File: config.mk
export PLATFORM = sky130hd
export DESIGN_NAME = coin_vend_ctrl
export DESIGN_NICKNAME = d
export VERILOG_FILES = /design/src/rtl/coin_pkg.sv /design/src/rtl/coin_chan_counter.sv /design/src/rtl/coin_vend_ctrl.sv
export SDC_FILE = /design/constraint.sdc
export NUM_CORES = 1
export LEC_CHECK = 0
export ABC_AREA = 1
export CAP_MARGIN = 5
export CORE_ASPECT_RATIO = 2
export CORE_MARGIN = 8
export CORE_UTILIZATION = 55
export CTS_CLUSTER_SIZE = 14
export DETAILED_ROUTE_END_ITERATION = 8
export MAX_ROUTING_LAYER = met4
export PLACE_DENSITY = 0.8
export SKIP_CTS_REPAIR_TIMING = 1
export SLEW_MARGIN = 20
export SYNTH_ARGS = -nofsm -noshare
export SYNTH_HDL_FRONTEND = slang
export SYNTH_HIERARCHICAL = 1
export SYNTH_SLANG_ARGS = --single-unit
File: constraint.sdc
create_clock -name clock -period 5.05 [get_ports clock]
set_input_delay 0.7575 -clock clock [delete_from_list [all_inputs] [get_ports clock]]
set_output_delay 0.7575 -clock clock [all_outputs]
set_load 0.01 [all_outputs]
File: src/rtl/coin_pkg.sv
// rtl/coin_pkg.sv - shared types and default constants for the coin vend controller
package coin_pkg;

    localparam int DEF_VAL_W = 20;
    localparam int DEF_CNT_W = 9;

    localparam logic [DEF_VAL_W-1:0] DEN_1000 = 20'd1000;
    localparam logic [DEF_VAL_W-1:0] DEN_2000 = 20'd2000;
    localparam logic [DEF_VAL_W-1:0] DEN_5000 = 20'd5000;

    typedef enum logic [1:0] {
        S_IDLE    = 2'd0,
        S_COLLECT = 2'd1,
        S_VEND    = 2'd2,
        S_REFUND  = 2'd3
    } coin_state_t;

endpackage

File: src/rtl/coin_chan_counter.sv
// rtl/coin_chan_counter.sv - per-channel saturating coin counter with synchronous clear
module coin_chan_counter #(
    parameter int CNT_W = coin_pkg::DEF_CNT_W
) (
    input  logic             clock,
    input  logic             reset,
    input  logic             clr,
    input  logic             inc,
    output logic [CNT_W-1:0] count
);

    always_ff @(posedge clock) begin
        if (reset || clr) begin
            count <= '0;
        end else if (inc && (count != {CNT_W{1'b1}})) begin
            count <= count + 1'b1;
        end
    end

endmodule

File: src/rtl/coin_vend_ctrl.sv
// rtl/coin_vend_ctrl.sv - coin acceptor: weighted credit accumulation and vend/refund FSM
module coin_vend_ctrl
    import coin_pkg::*;
#(
    parameter int NUM_COIN = 3,
    parameter int VAL_W    = DEF_VAL_W,
    parameter int CNT_W    = DEF_CNT_W,
    parameter logic [NUM_COIN*VAL_W-1:0] DENOMS = {DEN_5000, DEN_2000, DEN_1000}
) (
    input  logic                      clock,
    input  logic                      reset,
    input  logic [NUM_COIN-1:0]       coin_pulse,
    input  logic [VAL_W-1:0]          price,
    input  logic                      start,
    input  logic                      cancel,
    output logic                      busy,
    output logic [VAL_W-1:0]          credit,
    output logic [NUM_COIN*CNT_W-1:0] coin_cnt,
    output logic                      vend,
    output logic                      refund,
    output logic [VAL_W-1:0]          change_amount,
    output logic                      coin_reject
);

    // Four guard bits cover the sum of up to eight full-scale channels plus the running credit.
    localparam int SUM_W = VAL_W + 4;

    coin_state_t      state;
    logic [VAL_W-1:0] price_q;
    logic [SUM_W-1:0] coin_sum;
    logic [SUM_W-1:0] credit_sum;
    logic [VAL_W-1:0] credit_next;
    logic             cnt_clr;

    always_comb begin
        coin_sum = '0;
        for (int i = 0; i < NUM_COIN; i++) begin
            if (coin_pulse[i]) begin
                coin_sum = coin_sum + {4'd0, DENOMS[i*VAL_W +: VAL_W]};
            end
        end
    end

    assign credit_sum  = {4'd0, credit} + coin_sum;
    assign credit_next = (|credit_sum[SUM_W-1:VAL_W]) ? {VAL_W{1'b1}} : credit_sum[VAL_W-1:0];
    assign cnt_clr     = (state == S_IDLE) && start;
    assign busy        = (state != S_IDLE);

    for (genvar g = 0; g < NUM_COIN; g++) begin : g_chan
        coin_chan_counter #(.CNT_W(CNT_W)) u_cnt (
            .clock (clock),
            .reset (reset),
            .clr   (cnt_clr),
            .inc   ((state == S_COLLECT) && coin_pulse[g]),
            .count (coin_cnt[g*CNT_W +: CNT_W])
        );
    end

    // The exit decision uses the registered credit, but change includes any coin landing that same cycle.
    always_ff @(posedge clock) begin
        if (reset) begin
            state         <= S_IDLE;
            price_q       <= '0;
            credit        <= '0;
            vend          <= 1'b0;
            refund        <= 1'b0;
            change_amount <= '0;
            coin_reject   <= 1'b0;
        end else begin
            vend          <= 1'b0;
            refund        <= 1'b0;
            change_amount <= '0;
            coin_reject   <= (|coin_pulse) && (state != S_COLLECT);
            case (state)
                S_IDLE: begin
                    if (start) begin
                        price_q <= price;
                        credit  <= '0;
                        state   <= S_COLLECT;
                    end
                end
                S_COLLECT: begin
                    credit <= credit_next;
                    if (credit >= price_q) begin
                        state         <= S_VEND;
                        vend          <= 1'b1;
                        change_amount <= credit_next - price_q;
                    end else if (cancel) begin
                        state         <= S_REFUND;
                        refund        <= 1'b1;
                        change_amount <= credit_next;
                    end
                end
                S_VEND:   state <= S_IDLE;
                S_REFUND: state <= S_IDLE;
                default:  state <= S_IDLE;
            endcase
        end
    end

endmodule

==> impl_metrics.tcl, run 1 <==
set metrics [dict create \
    grt_pass1_vias 6466 \
    finalSetupViolCount 0 \
    timing.fmax_mhz 215 \
    gr-total-overflow 0 \
    clock_latency_ns 0.34 \
    grt_pass1_wl_um 31200 \
    synth.avg_cell_area_um2 6.87 \
    portBuffers 97 \
    diodes 0 \
    synthMuxAreaShare_pct 0 \
    synth-simple-area-share_pct 32.1 \
    drt_iter0_markers 296 \
    htree_levels 3 \
    finalCritPeriodShare_pct 92.3 \
    syn_inst 915 \
    antenna_found_initial 0 \
    dr.pass1.iters 5 \
    synth-edff-count 0 \
    antenna_left 0 \
    placed_area_um2 7490 \
    power.internal_uw 1620 \
    clock-root-buffer "clkbuf_16" \
    swShare_pct 37.7 \
    peakVddDrop_mv 0.239 \
    wl_per_cell_um 16.8 \
    track_usage_pct 26.4 \
    start_util_pct 56.0 \
    critPathCaptureType "flip-flop" \
    clock_path_buffers 2 \
    syn_nets 1008 \
    cts_buffers 9 \
    p_sw_uw 981 \
    hold_violations 0 \
    drcViolationCount 0 \
    whs_ns 0.471 \
    clkPwrFrac_pct 28.2 \
    final_area_um2 7810 \
    pin_count 98 \
    ys_seq_elements 92 \
    status "completed" \
    fp.dieH_um 167 \
    critPathKind "input pin to flip-flop" \
    fin_crit_ns 4.66 \
    core.rowCount 55 \
    hp-class "flip-flop to flip-flop" \
    synth_cell_types 44 \
    yosys.area_share.adder_pct 13.4 \
    leakagePower_uw 0.00361 \
    dieArea_um2 15300 \
    arrival_ns 4.89 \
    synth_top_family_by_area "simple AND/OR/NAND/NOR gates" \
    tritoncts "built" \
    seqPwrFrac_pct 31.1 \
    final_max_slew_viol_count 0 \
    die_width_um 91.6 \
    required_ns 5.28 \
    ys.flop_type "dfxtp_1" \
    synthXorXnorAreaFrac_pct 2.23 \
    path_cells "clkdlybuf4s50_1, inv_1, ha_1, ha_1, o21ai_0, ha_1, nand2_2, nor2_2, a21oi_1, nand3_2, nand2_4, inv_4, or2_2, ha_1, a21oi_1, o21ai_0, a21oi_1, o21ai_0, or2_2, nand3_1, nand2_1" \
    dp_hpwl_um 15700 \
    finalNetCount 1121 \
    worst_slew_pin_slew_ns 0.707 \
    area_delta_synth_final_pct 24.4 \
    syn-cell-area_um2 6280 \
    grt_max_degree 40 \
    synth-compound-area-share_pct 14.1 \
    cts_sinks 92 \
    slowest_delay_ns 0.47 \
    final_layout_size_suffix_gt1_share_pct 8.72 \
    async_flop_share_pct 0 \
    clkTransAtPathRegs_ns 0.06 \
    via_count 6500 \
    critPathLaunchType "input pin" \
    slew_headroom_pct 52.7 \
    combPwrFrac_pct 40.8 \
    coreArea_um2 11200 \
    synth_warnings 6 \
    rsz0062_at_grt "false" \
    place_congestion 0.999 \
    finClkSkew_ns 0.00498 \
    crit_slowest_cell "clkdlybuf4s50_1" \
    cp_max_fo 9 \
    ys_seq_area_share_pct 29.3 \
    powerDensity_nw_per_um2 333 \
    drv_cap 0 \
    vias_per_cell 5.54 \
    crit_top_cell "ha_1" \
    drt_wl_total_um 19700 \
    finalSetupTns_ns 0 \
]
## synth_stat cells (5+ instances only)
cell	n	share of area, %
a31oi_1	6	0.60
dfxtp_1	92	29
clkbuf_1	5	0.30
nor2_1	102	6.1
o21ai_1	6	0.48
a21oi_1	63	5.0
nand4_1	22	2.2
nor2_2	11	1.1
xor2_1	12	1.7
nand3_1	59	4.7
inv_2	5	0.30
o21ai_0	67	5.3
buf_2	5	0.40
nor2_4	11	2.0
nor3_1	7	0.56
or2_2	6	0.60
nand2_1	198	12
nand2_2	8	0.80
ha_1	64	13
inv_1	121	7.2
## kinds of logic after synthesis
group	count (synthesis)
simple gates	439
fa+ha+maj	66
xor+xnor	16
buf+inv	140
flops	92
compound gates	162
## worst paths after layout
| path | start | to | slack, ns | cells past startpoint |
|---|---|---|---|---|
| max | coin_pulse[0] | change_amount[10]$_SDFF_PP0_ | 0.39 | 21 |
| min | state[1]$_SDFFE_PP0P_ | state[0]$_SDFFE_PP0P_ | 0.47 | 1 |
| max reg2reg | credit[3]$_SDFFE_PP0P_ | change_amount[10]$_SDFF_PP0_ | 1.59 | 15 |
| min reg2reg | state[1]$_SDFFE_PP0P_ | state[0]$_SDFFE_PP0P_ | 0.47 | 1 |
## registers in the layout (all words and copies together) (netlist names)
| name | count |
|---|---|
| refund | 1 |
| coin_reject | 1 |
| vend | 1 |
| credit | 20 |
| g_chan.u_cnt/count | 27 |
| price_q | 20 |
| change_amount | 20 |
| state | 2 |
## power groups by stage
stage | registers (uW) | clock network, uW | logic, uW
after floorplan | 825 | 0 | 693
after global placement | 823 | 0 | 1030
after detailed placement | 824 | 0 | 1040
after CTS | 808 | 740 | 1050
after global routing | 813 | 773 | 1170
final | 808 | 734 | 1060
## stage by stage
stage | std cells | total power [uW] | setup slack (ns) | util, %
floorplan | 915 | 1520 | 0.955 | -
global placement | 1159 | 1860 | 0.130 | 66.7
detailed placement | 1159 | 1860 | 0.0408 | 66.7
CTS | 1174 | 2600 | 0.406 | 69.6
global route | 1174 | 2760 | 0.0409 | 69.6
finish | 1174 | 2600 | 0.390 | 69.6
## worst max-delay path, delay by kind of cell
family          cells  cell delay [ns]
fa+ha+maj           4             1.21
compound gates      6             1.12
simple gates        8             1.14
buf+inv             3             0.66
## placed cells by master, fill, tap and decap left out, types with 5 or more instances in the layout
| cell type | count |
|---|---|
| xor2_1 | 12 |
| or2_2 | 6 |
| nor2_2 | 11 |
| o21ai_1 | 6 |
| nand2_2 | 8 |
| ha_1 | 64 |
| buf_4 | 17 |
| nor2_4 | 11 |
| nand3_1 | 59 |
| nor2_1 | 102 |
| a31oi_1 | 6 |
| nand2_1 | 198 |
| dfxtp_1 | 92 |
| clkdlybuf4s50_1 | 97 |
| o21ai_0 | 67 |
| clkbuf_16 | 9 |
| inv_2 | 5 |
| a21oi_1 | 63 |
| inv_1 | 121 |
| nor3_1 | 7 |
| nand4_1 | 22 |
## cell type report
cell class,count,area (um2)
well taps,142,178
clock inverters,4,72.6
inverters,128,483
fillers,986,3400
multi-input cells,683,3890
repair buffers,114,1100
clock buffers,11,253
flip-flops and latches,92,1840
## routing by layer
layer | vias up | track usage (%) | share of wire (%)
met5 | - | - | 0
met3 | 87 | 4.16 | 4.4
met2 | 238 | 49.8 | 54
met1 | 2950 | 22.8 | 35
li1 | 3225 | - | -
met4 | 0 | 18.3 | 6.7
No activity file was read; power rests on OpenSTA's default activity.
==> inputs of run 2 (changes only) <==
--- a/config.mk
+++ b/config.mk
@@ -12,7 +12,6 @@
 export CORE_UTILIZATION = 55
 export CTS_CLUSTER_SIZE = 14
 export DETAILED_ROUTE_END_ITERATION = 8
-export MAX_ROUTING_LAYER = met4
 export PLACE_DENSITY = 0.8
 export SKIP_CTS_REPAIR_TIMING = 1
 export SLEW_MARGIN = 20
==> impl_metrics.tcl, run 2 (same netlist as run 1, synthesis figures left out) <==
set metrics [dict create \
    status "completed" \
    fin_ws_ns 0.338 \
    placedCellCount 1158 \
    combPwrFrac_pct 41.3 \
    cp_max_fo 8 \
    tritoncts "built" \
    drv_cap 0 \
    antenna_left 0 \
    leakagePower_uw 0.00360 \
    worst_slew_pin_slew_ns 0.702 \
    final_cell_count_no_fill 1174 \
    slowest_delay_ns 0.52 \
    via_count 6445 \
    drcViolationCount 0 \
    largest_register_ffs 27 \
    crit_top_cell "ha_1" \
    drt_wl_total_um 19600 \
    core.rowCount 55 \
    coreArea_um2 11200 \
    peakVddDrop_mv 0.200 \
    hold_violations 0 \
    swShare_pct 38.5 \
    finalCritPeriodShare_pct 93.3 \
    r2r-start "credit[3]$_SDFFE_PP0P_" \
    hp-class "flip-flop to flip-flop" \
    p_total_uw 2560 \
    gr-total-overflow 0 \
    grt_max_degree 40 \
    path_cells "clkdlybuf4s50_1, inv_1, ha_1, ha_1, o21ai_0, ha_1, nand2_2, nor2_2, a21oi_1, nand3_2, nand2_4, inv_4, or2_2, ha_1, a21oi_1, o21ai_0, a21oi_1, o21ai_0, or2_2, nand3_1, nand2_1" \
    fin_util_pct 69.4 \
    diodes 0 \
    grt_pass1_vias 6531 \
    wl_per_cell_um 16.7 \
    grt_pass1_wl_um 31300 \
    place_congestion 0.981 \
    fin_crit_ns 4.71 \
    final_common_cell "nand2_1" \
    crit_slowest_cell "clkdlybuf4s50_1" \
    post-place-ws_ns -0.0273 \
    p_sw_uw 984 \
    critPathKind "input pin to flip-flop" \
    start_util_pct 56.0 \
    clkTransAtPathRegs_ns 0.06 \
    critPathLaunchType "input pin" \
    regToRegSetupSlack_ns 1.54 \
    rsz0062_at_grt "false" \
    vias_per_cell 5.49 \
    finalSetupTns_ns 0 \
    finClkSkew_ns 0.00716 \
    die_width_um 91.6 \
    final_layout_size_suffix_gt1_share_pct 8.82 \
    critPathCaptureType "flip-flop" \
    finalNetCount 1120 \
    hold_path_depth 1 \
    clkPwrFrac_pct 27.2 \
    cts_sinks 92 \
    track_usage_pct 25.6 \
    dieArea_um2 15300 \
    dp_hpwl_um 15800 \
    seqPwrFrac_pct 31.6 \
    hp-start "state[1]$_SDFFE_PP0P_" \
    top_register "g_chan.u_cnt/count" \
    pin_count 98 \
    antenna_found_initial 0 \
    fp.dieH_um 167 \
    hold_end "state[0]$_SDFFE_PP0P_" \
    arrival_ns 4.96 \
    fill_cells 1012 \
    clock_path_buffers 2 \
    powerDensity_nw_per_um2 328 \
    drt_iter0_markers 276 \
    cts_buffers 9 \
    dr.pass1.iters 5 \
    clock_latency_ns 0.35 \
    timing.rr.end "change_amount[10]$_SDFF_PP0_" \
    reg2regPathDepth 15 \
    htree_levels 3 \
    timing.fmax_mhz 212 \
    required_ns 5.30 \
    clock-root-buffer "clkbuf_16" \
    area_delta_synth_final_pct 24.0 \
    slew_headroom_pct 53.0 \
    final_max_slew_viol_count 0 \
    mostFrequentLayoutCells "nand2_1, inv_1, nor2_1" \
    portBuffers 97 \
    finalSetupViolCount 0 \
    power.internal_uw 1570 \
]
==> run 2: worst max-delay path by stage <==
stage,start,cells past startpoint,endpoint
4_1_cts,coin_pulse[1],21,change_amount[10]$_SDFF_PP0_
2_1_floorplan,coin_pulse[0],28,change_amount[16]$_SDFF_PP0_
3_5_place_dp,coin_pulse[1],21,change_amount[10]$_SDFF_PP0_
6_report,coin_pulse[1],21,change_amount[10]$_SDFF_PP0_
3_3_place_gp,coin_pulse[1],24,change_amount[13]$_SDFF_PP0_
5_1_grt,coin_pulse[1],27,change_amount[15]$_SDFF_PP0_
==> run 2: power by group through the flow <==
stage	Sequential [uW]	Clock, uW	Combinational [uW]
floorplan	825	0	693
global placement	823	0	1030
detailed placement	824	0	1030
CTS	807	694	1040
global route	813	724	1170
finish	808	695	1060
==> run 2: critical path, delay by kind of cell <==
| family | cells | cell delay [ns] |
|---|---|---|
| AND/OR/NAND/NOR | 8 | 1.15 |
| adder cells (fa/ha/maj) | 4 | 1.19 |
| AO/OA/AOI/OAI | 6 | 1.16 |
| buffers and inverters | 3 | 0.70 |
==> run 2: metrics by stage <==
step	hold slack, ns	instance area, um2
finish	0.461	7790
global route	0.486	7790
CTS	0.457	7780
detailed placement	0.454	7480
global placement	0.449	7480
floorplan	0.421	6280
==> run 2: area by class of cell <==
type | count | area, um2 | area share [%]
clock inverters | 4 | 47.5 | 0.610
inverters | 128 | 483 | 6.20
well taps | 142 | 178 | 2.28
repair buffers | 113 | 1090 | 14.0
flip-flops and latches | 92 | 1840 | 23.6
clock buffers | 12 | 256 | 3.29
multi-input cells | 683 | 3890 | 50.0
==> run 2: routing by layer <==
layer  GRT usage, %  part of all wire [%]  up-vias
li1               -                     -     3220
met1           22.1                    34     2893
met2           49.4                    53      240
met3           5.19                   5.5       92
met4           18.3                   7.0        0
met5              0                     0        -
